File: src/rtl/data_plane_rx_ctrl_if.sv
// rtl/data_plane_rx_ctrl_if.sv - receive stack RAM port and GPP pop handshake bundle
interface data_plane_rx_ctrl_if #(
    parameter int AW = 4
);
    logic          ram_we;
    logic [AW-1:0] ram_addr;
    logic [15:0]   ram_wdata;
    logic          gpp_pop;
    logic          pop_ack;

    modport master (
        output ram_we,
        output ram_addr,
        output ram_wdata,
        output pop_ack,
        input  gpp_pop
    );

    modport slave (
        input  ram_we,
        input  ram_addr,
        input  ram_wdata,
        input  pop_ack,
        output gpp_pop
    );
endinterface

File: src/rtl/data_plane_rx_ctrl.sv
// rtl/data_plane_rx_ctrl.sv - data-plane rx filter, burst counter and stack arbiter
// Optional burst timeout abort is enabled by defining RX_TIMEOUT_EN.
module data_plane_rx_ctrl #(
    parameter int DEPTH     = 16,
    parameter int AW        = 4,
    parameter int BURST_LEN = 5,
    parameter int TIMEOUT   = 32
) (
    input  logic                  clk,
    input  logic                  rst,
    input  logic [31:0]           data_rx_packet,
    input  logic [15:0]           node_id,
    data_plane_rx_ctrl_if.master  bus,
    output logic                  pop_empty_err,
    output logic                  data_rx_complete_flag,
    output logic                  rx_abort,
    output logic                  overflow,
    output logic                  full,
    output logic                  empty,
    output logic [AW:0]           sp
);
    localparam int CW = $clog2(BURST_LEN + 1);

    generate
        if (((1 << AW) != DEPTH) || (BURST_LEN > DEPTH) || (BURST_LEN < 2) || (TIMEOUT < 1)) begin : g_bad_cfg
            $error("data_plane_rx_ctrl: inconsistent parameters");
        end
    endgenerate

    typedef enum logic [1:0] {IDLE, RECV, DONE} state_t;

    state_t        state;
    logic [CW-1:0] cnt;
    logic          flit_v;
    logic [15:0]   flit_q;
    logic          wr_en;
    logic          pop_go;
    logic [AW:0]   sp_dec;
    logic [AW:0]   sp_step;
    logic [AW:0]   sp_next;
    logic          abort_hit;

    // Write has absolute priority; a pop only proceeds in a cycle without a write.
    always_comb begin
        wr_en         = flit_v && !full;
        pop_go        = bus.gpp_pop && !wr_en;
        sp_dec        = sp - 1'b1;
        bus.ram_we    = wr_en;
        bus.pop_ack   = pop_go;
        bus.ram_wdata = flit_q;
        if (wr_en) begin
            bus.ram_addr = sp[AW-1:0];
        end else if (empty) begin
            bus.ram_addr = '0;
        end else begin
            bus.ram_addr = sp_dec[AW-1:0];
        end
        if (wr_en) begin
            sp_step = sp + 1'b1;
        end else if (pop_go && !empty) begin
            sp_step = sp_dec;
        end else begin
            sp_step = sp;
        end
    end

`ifdef RX_TIMEOUT_EN
    localparam int TW = $clog2(TIMEOUT + 1);

    logic [TW-1:0] timer;
    logic [AW:0]   base;

    always_comb begin
        abort_hit = (state == RECV) && !flit_v && (timer == TW'(TIMEOUT - 1));
        sp_next   = sp_step;
        // Abort rolls back to the burst start, but never above a level a pop already took it below.
        if (abort_hit && (sp_step > base)) begin
            sp_next = base;
        end
    end

    always_ff @(posedge clk or negedge rst) begin
        if (!rst) begin
            timer    <= '0;
            base     <= '0;
            rx_abort <= 1'b0;
        end else begin
            rx_abort <= abort_hit;
            if (state != RECV || flit_v || abort_hit) begin
                timer <= '0;
            end else begin
                timer <= timer + 1'b1;
            end
            if (flit_v && state != RECV) begin
                base <= sp;
            end
        end
    end
`else
    always_comb begin
        abort_hit = 1'b0;
        sp_next   = sp_step;
    end

    assign rx_abort = 1'b0;
`endif

    always_ff @(posedge clk or negedge rst) begin
        if (!rst) begin
            state                 <= IDLE;
            cnt                   <= '0;
            flit_v                <= 1'b0;
            flit_q                <= '0;
            sp                    <= '0;
            full                  <= 1'b0;
            empty                 <= 1'b1;
            overflow              <= 1'b0;
            pop_empty_err         <= 1'b0;
            data_rx_complete_flag <= 1'b0;
        end else begin
            flit_v        <= (data_rx_packet[31:16] == node_id);
            flit_q        <= data_rx_packet[15:0];
            sp            <= sp_next;
            full          <= (sp_next == (AW+1)'(DEPTH));
            empty         <= (sp_next == '0);
            pop_empty_err <= pop_go && empty;
            if (flit_v && full) begin
                overflow <= 1'b1;
            end
            data_rx_complete_flag <= 1'b0;
            case (state)
                IDLE: begin
                    if (flit_v) begin
                        state <= RECV;
                        cnt   <= CW'(1);
                    end
                end
                RECV: begin
                    if (flit_v) begin
                        cnt <= cnt + 1'b1;
                        if (cnt == CW'(BURST_LEN - 1)) begin
                            state                 <= DONE;
                            data_rx_complete_flag <= 1'b1;
                        end
                    end else if (abort_hit) begin
                        state <= IDLE;
                        cnt   <= '0;
                    end
                end
                DONE: begin
                    if (flit_v) begin
                        state <= RECV;
                        cnt   <= CW'(1);
                    end else begin
                        state <= IDLE;
                        cnt   <= '0;
                    end
                end
                default: begin
                    state <= IDLE;
                    cnt   <= '0;
                end
            endcase
        end
    end
endmodule

File: src/flat_wrapper.sv
// flat-port wrapper written by rule: the top's interface ports become plain ports
module data_plane_rx_ctrl_flat 
#(
    parameter int DEPTH     = 16,
    parameter int AW        = 4,
    parameter int BURST_LEN = 5,
    parameter int TIMEOUT   = 32
)
  (clk, rst, data_rx_packet, node_id, pop_empty_err, data_rx_complete_flag, rx_abort, overflow, full, empty, sp, bus_ram_we, bus_ram_addr, bus_ram_wdata, bus_pop_ack, bus_gpp_pop);
  data_plane_rx_ctrl_if #(.AW(AW)) bus_i ();
  input  logic clk;
  input  logic rst;
  input  logic [31:0] data_rx_packet;
  input  logic [15:0] node_id;
  output logic pop_empty_err;
  output logic data_rx_complete_flag;
  output logic rx_abort;
  output logic overflow;
  output logic full;
  output logic empty;
  output logic [AW:0] sp;
  output wire logic [$bits(bus_i.ram_we)-1:0] bus_ram_we;
  output wire logic [$bits(bus_i.ram_addr)-1:0] bus_ram_addr;
  output wire logic [$bits(bus_i.ram_wdata)-1:0] bus_ram_wdata;
  output wire logic [$bits(bus_i.pop_ack)-1:0] bus_pop_ack;
  input wire logic [$bits(bus_i.gpp_pop)-1:0] bus_gpp_pop;
  assign bus_ram_we = bus_i.ram_we;
  assign bus_ram_addr = bus_i.ram_addr;
  assign bus_ram_wdata = bus_i.ram_wdata;
  assign bus_pop_ack = bus_i.pop_ack;
  assign bus_i.gpp_pop = bus_gpp_pop;
  data_plane_rx_ctrl #(.DEPTH(DEPTH), .AW(AW), .BURST_LEN(BURST_LEN), .TIMEOUT(TIMEOUT)) u_core (.clk(clk), .rst(rst), .data_rx_packet(data_rx_packet), .node_id(node_id), .bus(bus_i), .pop_empty_err(pop_empty_err), .data_rx_complete_flag(data_rx_complete_flag), .rx_abort(rx_abort), .overflow(overflow), .full(full), .empty(empty), .sp(sp));
endmodule
File: config.mk
export PLATFORM = sky130hd
export DESIGN_NAME = data_plane_rx_ctrl_flat
export DESIGN_NICKNAME = d
export VERILOG_FILES = /design/src/rtl/data_plane_rx_ctrl_if.sv /design/src/rtl/data_plane_rx_ctrl.sv /design/src/flat_wrapper.sv
export SDC_FILE = /design/constraint.sdc
export NUM_CORES = 1
export LEC_CHECK = 0
export CAP_MARGIN = 5
export CORE_UTILIZATION = 38
export DETAILED_ROUTE_END_ITERATION = 8
export GPL_TIMING_DRIVEN = 0
export PLACE_DENSITY = 0.8
export SLEW_MARGIN = 20
export SYNTH_ARGS = -nofsm -noshare
export SYNTH_HDL_FRONTEND = slang
export SYNTH_SLANG_ARGS = --single-unit
File: constraint.sdc
create_clock -name clk -period 1.7 [get_ports clk]
set_input_delay 0.255 -clock clk [delete_from_list [all_inputs] [get_ports clk]]
set_output_delay 0.255 -clock clk [all_outputs]
set_load 0.05 [all_outputs]
**Yosys cells after proc, flatten, opt, wreduce, memory -nomap -nowiden**

Cells that the tools add are included.

- Logic and storage cells: 49
- Register bits after elaboration: 32
- Output and inout bits: 33
- Input bits: 51

- Reductions and logical operators: 12
- Add/sub/neg operators: 3
- Equal/unequal tests: 8
- Multiplexer cells: 16

Operators by type and width:

| operator | count |
|---|---|
| $eq A16 B16 Y1 | 1 |
| $mux W5 | 2 |
| $pmux W3 S3 | 1 |
| $mux W4 | 2 |
| $mux W2 | 3 |
| $mux W3 | 2 |
| $ne A2 B1 Y1 const B | 3 |
| $pmux W2 S3 | 1 |
| $add A5 B1 Y5 const B | 1 |
| $eq A5 B5 Y1 const B | 1 |
| $logic_and A1 B1 Y1 | 5 |
| $logic_not A5 Y1 | 1 |
| $mux W1 | 5 |
| $sub A5 B1 Y5 const B | 1 |
| $add A3 B1 Y3 const B | 1 |
| $eq A3 B3 Y1 const B | 1 |
| $logic_not A1 Y1 | 3 |
| $reduce_and A3 Y1 | 1 |
| $eq A2 B1 Y1 const B | 1 |
| $eq A2 B2 Y1 const B | 1 |
| $logic_not A2 Y1 | 1 |
| $reduce_and A2 Y1 | 1 |

**Logic depth before layout (Yosys ltp)**

- Depth in word-level cells: 8
- Gate-level depth with buffers: 7
- Mapped depth without buffers: 6

**Worst setup path before layout**

No wires, ideal clock.

- Kind: flip-flop to output port
- Start point: reg u_core.sp[0]
- End point: out bus_ram_addr[2]
- Arrival: 2.415 ns
- Cell stages (with the launch flop): 5
- Setup slack: -0.970 ns
- Cell sequence: dfrtp_1 -> inv_1 -> ha_1 -> mux2i_1 -> o21ai_0

- Cells in the longest elaborated chain, start to end: 3

Ends and longest elaborated chain:

| what | RTL line | source |
|---|---|---|
| start: declaration | data_plane_rx_ctrl.sv:20 | `output logic [AW:0] sp` |
| start signal: assignment | data_plane_rx_ctrl.sv:123 | `sp <= sp_next;` |
| $sub A5 B1 Y5 | data_plane_rx_ctrl.sv:47 | `sp_dec = sp - 1'b1;` |
| $mux W4 | data_plane_rx_ctrl.sv:53 | `end else if (empty) begin` |
| $mux W4 | data_plane_rx_ctrl.sv:51 | `if (wr_en) begin` |
| end: declaration | flat_wrapper.sv:23 | `output wire logic [$bits(bus_i.ram_addr)-1:0] bus_ram_addr;` |

No other way between the ends.

**Worst setup path in the final report**

- Start point: reg u_core.sp[1]
- End point: out bus_ram_addr[1]

- Cells in the longest elaborated chain, start to end: 3

Ends and longest elaborated chain:

| what | RTL line |
|---|---|
| $sub A5 B1 Y5 | data_plane_rx_ctrl.sv:47 |
| $mux W4 | data_plane_rx_ctrl.sv:53 |
| $mux W4 * | data_plane_rx_ctrl.sv:51 |

Mark *: on every way between the ends. The rest lies on a longest branch, timed or not.

==> results.yml <==
power_and_ir_drop:
  fin_total_pwr_w: 0.00373
  p_leak_nw: 1.21
  worst_ir_drop_vdd_mv: 0.738
  cellPowerDensity_nw_per_um2: 1380
logic_synthesis:
  average_cell_area_after_synthesis_um2: 11.6
  synth-main-ff-cell: "sky130_fd_sc_hd__dfrtp_1"
  number_of_enable_type_register_cells_in_the_synthesized_netlist: 0
  post_synth_instance_area_um2: 1500
  synth_cell_types: 39
  total_of_flip_flops_plus_latches_after_synthesis: 32
  async_reset_ff_share_pct: 100
  synth_fp_nets: 184
  synthMostInstantiatedCell: "sky130_fd_sc_hd__dfrtp_1"
  yosysWarningCount: 0
  yosys-top-cells-count: "sky130_fd_sc_hd__dfrtp_1 (31), sky130_fd_sc_hd__xnor2_1 (18), sky130_fd_sc_hd__nand2_1 (11), sky130_fd_sc_hd__nor2_1 (8), sky130_fd_sc_hd__nand4_1 (7)"
  synthesis.instances: 129
  yosys.area.top_type_share_pct: 51.8
  ys_top_cells_by_area: "sky130_fd_sc_hd__dfrtp_1 (52%), sky130_fd_sc_hd__xnor2_1 (11%), sky130_fd_sc_hd__ha_1 (3.3%)"
  synth.yosys.seq_area_share_pct: 53.6
  synth_top_cell_by_area: "sky130_fd_sc_hd__dfrtp_1"
die:
  die_h_um: 64.8
  core_um2: 3720
  dieArea_um2: 4200
  start_util_pct: 40.3
  die_x_um: 64.8
  io_pins: 84
  rows: 22
route:
  drcViolationCount: 0
  detail_route.wl_per_cell_um: 13.2
  post_drt_via_cell_ratio: 4.67
  via_count: 1288
  wl_um: 3650
  1st_pass_router_iterations: 4
  detail_route.iter0.violations: 42
  ant_nets: 0
timing:
  max_slew.worst_pin.slew_ns: 0.678
  setup_repair_after_global_routing_missed_its_margin: "true"
  finalCriticalPeriod_ns: 1.87
  hold_ws_ns: 0.0182
  tns_ns: -0.389
  timing_hold_violations_final: 0
  postLayoutSetupSlackWorst_ns: -0.174
  timing.clock.skew_ns: 0.00592
  post-route-period-util_pct: 110
  maxSlewHeadroom_pct: 54.8
  timing_max_transition_violations_final: 0
  timing.fmax_mhz: 534
  report.final.setup_viol: 3
clock_tree:
  cts_max_path_buffers: 2
  clock-root-buffer: "sky130_fd_sc_hd__clkbuf_8"
  cts_tree: "yes"
  numClockSinks: 32
  clock_latency_ns: 0.27
  cts_hold_repair.buffers: 0
  clk_pin_slew_worst_paths_ns: 0.06
  cts-htree-levels: 2
  cts-buffers-inserted: 5
layout:
  antenna_cells: 0
  syn2layout_area_growth_pct: 81.0
  share_of_final_layout_standard_cells_stronger_than_drive_strength_1_pct: 25.4
  finalCoreUtilization_pct: 73.0
  num-nets-final: 282
setup_path:
  worst-setup-path-type: "register to primary output"
  timing.critical_path.arrival_ns: 1.62
  crit_slowest_cell: "sky130_fd_sc_hd__dfrtp_2"
  cells_along_the_critical_path: "inv_2 -> ha_4 -> or3_4 -> o21ai_4 -> buf_6"
  worst_setup_path_end_kind: "primary output"
  startpoint_type: "register"
  critPathMaxFanout: 5
  required_ns: 1.44
  timing.critical_path.slowest_cell_delay_ns: 0.44
min_path:
  min-delay-path-class: "input pin to async pin"
global_routing:
  antenna_found_initial: 0
  grt-ovfl-total: 0
  pin_count_of_the_biggest_net_entering_global_routing: 33
  grt_util_all_layers_pct: 18.4
  first_global_vias: 1318
  grt_first_pass_wirelength_um: 5780
outcome:
  failed_checks: "negative setup slack"
  outcome: "finished, violations left"
placed_design:
  routabilityCongestion: 0.803
  portBuffers: 82
  hpwlAfterDp_um: 2810
job:
  drv.max_cap_violation_count: 0
-- sequential cells by signal (all words and copies together), names as in the netlist --
| signal | flops |
|---|---|
| u_core.sp | 5 |
| u_core.data_rx_complete_flag | 1 |
| u_core.bus.ram_wdata | 16 |
| u_core.cnt | 3 |
| u_core.flit_v | 1 |
| u_core.pop_empty_err | 1 |
| u_core.state | 2 |
| u_core.full | 1 |
| u_core.overflow | 1 |
| u_core.empty | 1 |
-- cells in the final DEF, fill, tap and decap left out, types with 3 or more instances in the layout --
cell type                         instances
sky130_fd_sc_hd__nor2_1                   7
sky130_fd_sc_hd__buf_6                    9
sky130_fd_sc_hd__inv_1                    3
sky130_fd_sc_hd__dlymetal6s2s_1           9
sky130_fd_sc_hd__dlygate4sd2_1            5
sky130_fd_sc_hd__xnor2_1                 18
sky130_fd_sc_hd__clkbuf_8                 6
sky130_fd_sc_hd__dfrtp_1                 27
sky130_fd_sc_hd__nand2_1                 11
sky130_fd_sc_hd__buf_4                    8
sky130_fd_sc_hd__nand4_1                  7
sky130_fd_sc_hd__nor3_2                   3
sky130_fd_sc_hd__dfrtp_2                  3
sky130_fd_sc_hd__o21ai_4                  4
sky130_fd_sc_hd__clkdlybuf4s50_1         60
-- per-stage QoR --
step,cells,worst slack (ns),cell area (um^2)
after floorplan,129,-0.0202,1580
after global placement,259,-0.659,2460
after detailed placement,259,-0.674,2460
after CTS,275,-0.181,2630
after global routing,276,-0.230,2710
final,276,-0.174,2710
-- worst paths after layout --
check / slack, ns / from / cells past startpoint / end
worst max-delay path: -0.17 / u_core.sp[1] / 5 / bus_ram_addr[1]
worst min-delay path: 0.02 / rst / 1 / u_core.cnt[2]
worst max register to register: 0.07 / u_core.sp[0] / 7 / u_core.full
worst min register to register: 0.46 / u_core.overflow / 1 / u_core.overflow
max in group asynchronous: 1.17 / rst / 1 / u_core.sp[0]
min in group clk: 0.42 / data_rx_packet[3] / 1 / u_core.bus.ram_wdata[3]
-- cell families after synthesis --
logic type	after synthesis	synth area share, %
other	1	0.250
muxes	2	1.34
buffers and inverters	11	4.84
xor gates and xnor gates	20	12.2
DFF	32	53.6
AOI/OAI and AO/OA	15	7.02
adders and majority gates	4	3.34
and+or+nand+nor	44	17.5
-- power by group --
group          switching [W]  internal, W
clock network       0.000239     0.000329
registers           0.000119     0.000874
logic                0.00123     0.000941
-- critical path: cells and delay by family (launching register included) --
kind	cells	cell delay (ns)
AND/OR/NAND/NOR	1	0.34
flip-flops	1	0.44
AO/OA/AOI/OAI	1	0.07
buffers and inverters	2	0.28
adder cells (fa/ha/maj)	1	0.23
-- layer usage --
metal | up-vias | global-route usage, % | wire length (um)
li1 | 627 | - | -
met1 | 592 | 20.1 | 1390
met2 | 65 | 32.3 | 1890
met3 | 4 | 6.51 | 326
met4 | 0 | 7.50 | 44
met5 | - | 0 | 0
-- final cells by class --
type / instances / area [um^2]
fillers: 272 / 1000
repair buffers: 92 / 921
flip-flops and latches: 32 / 813
multi-input cells: 86 / 749
clock buffers: 8 / 90.1
well taps: 48 / 60.1
plain buffers: 4 / 45.0
inverters: 6 / 32.5
-- what timing repair did --
| item | 4_1_cts | 5_1_grt |
|---|---|---|
| setup buffers | 9 | 1 |
| endpoints found under the setup margin | 12 | 15 |
| resized for setup | 53 | 21 |
| pin swaps | 4 | 3 |
Power figures use the tool's default switching activity.
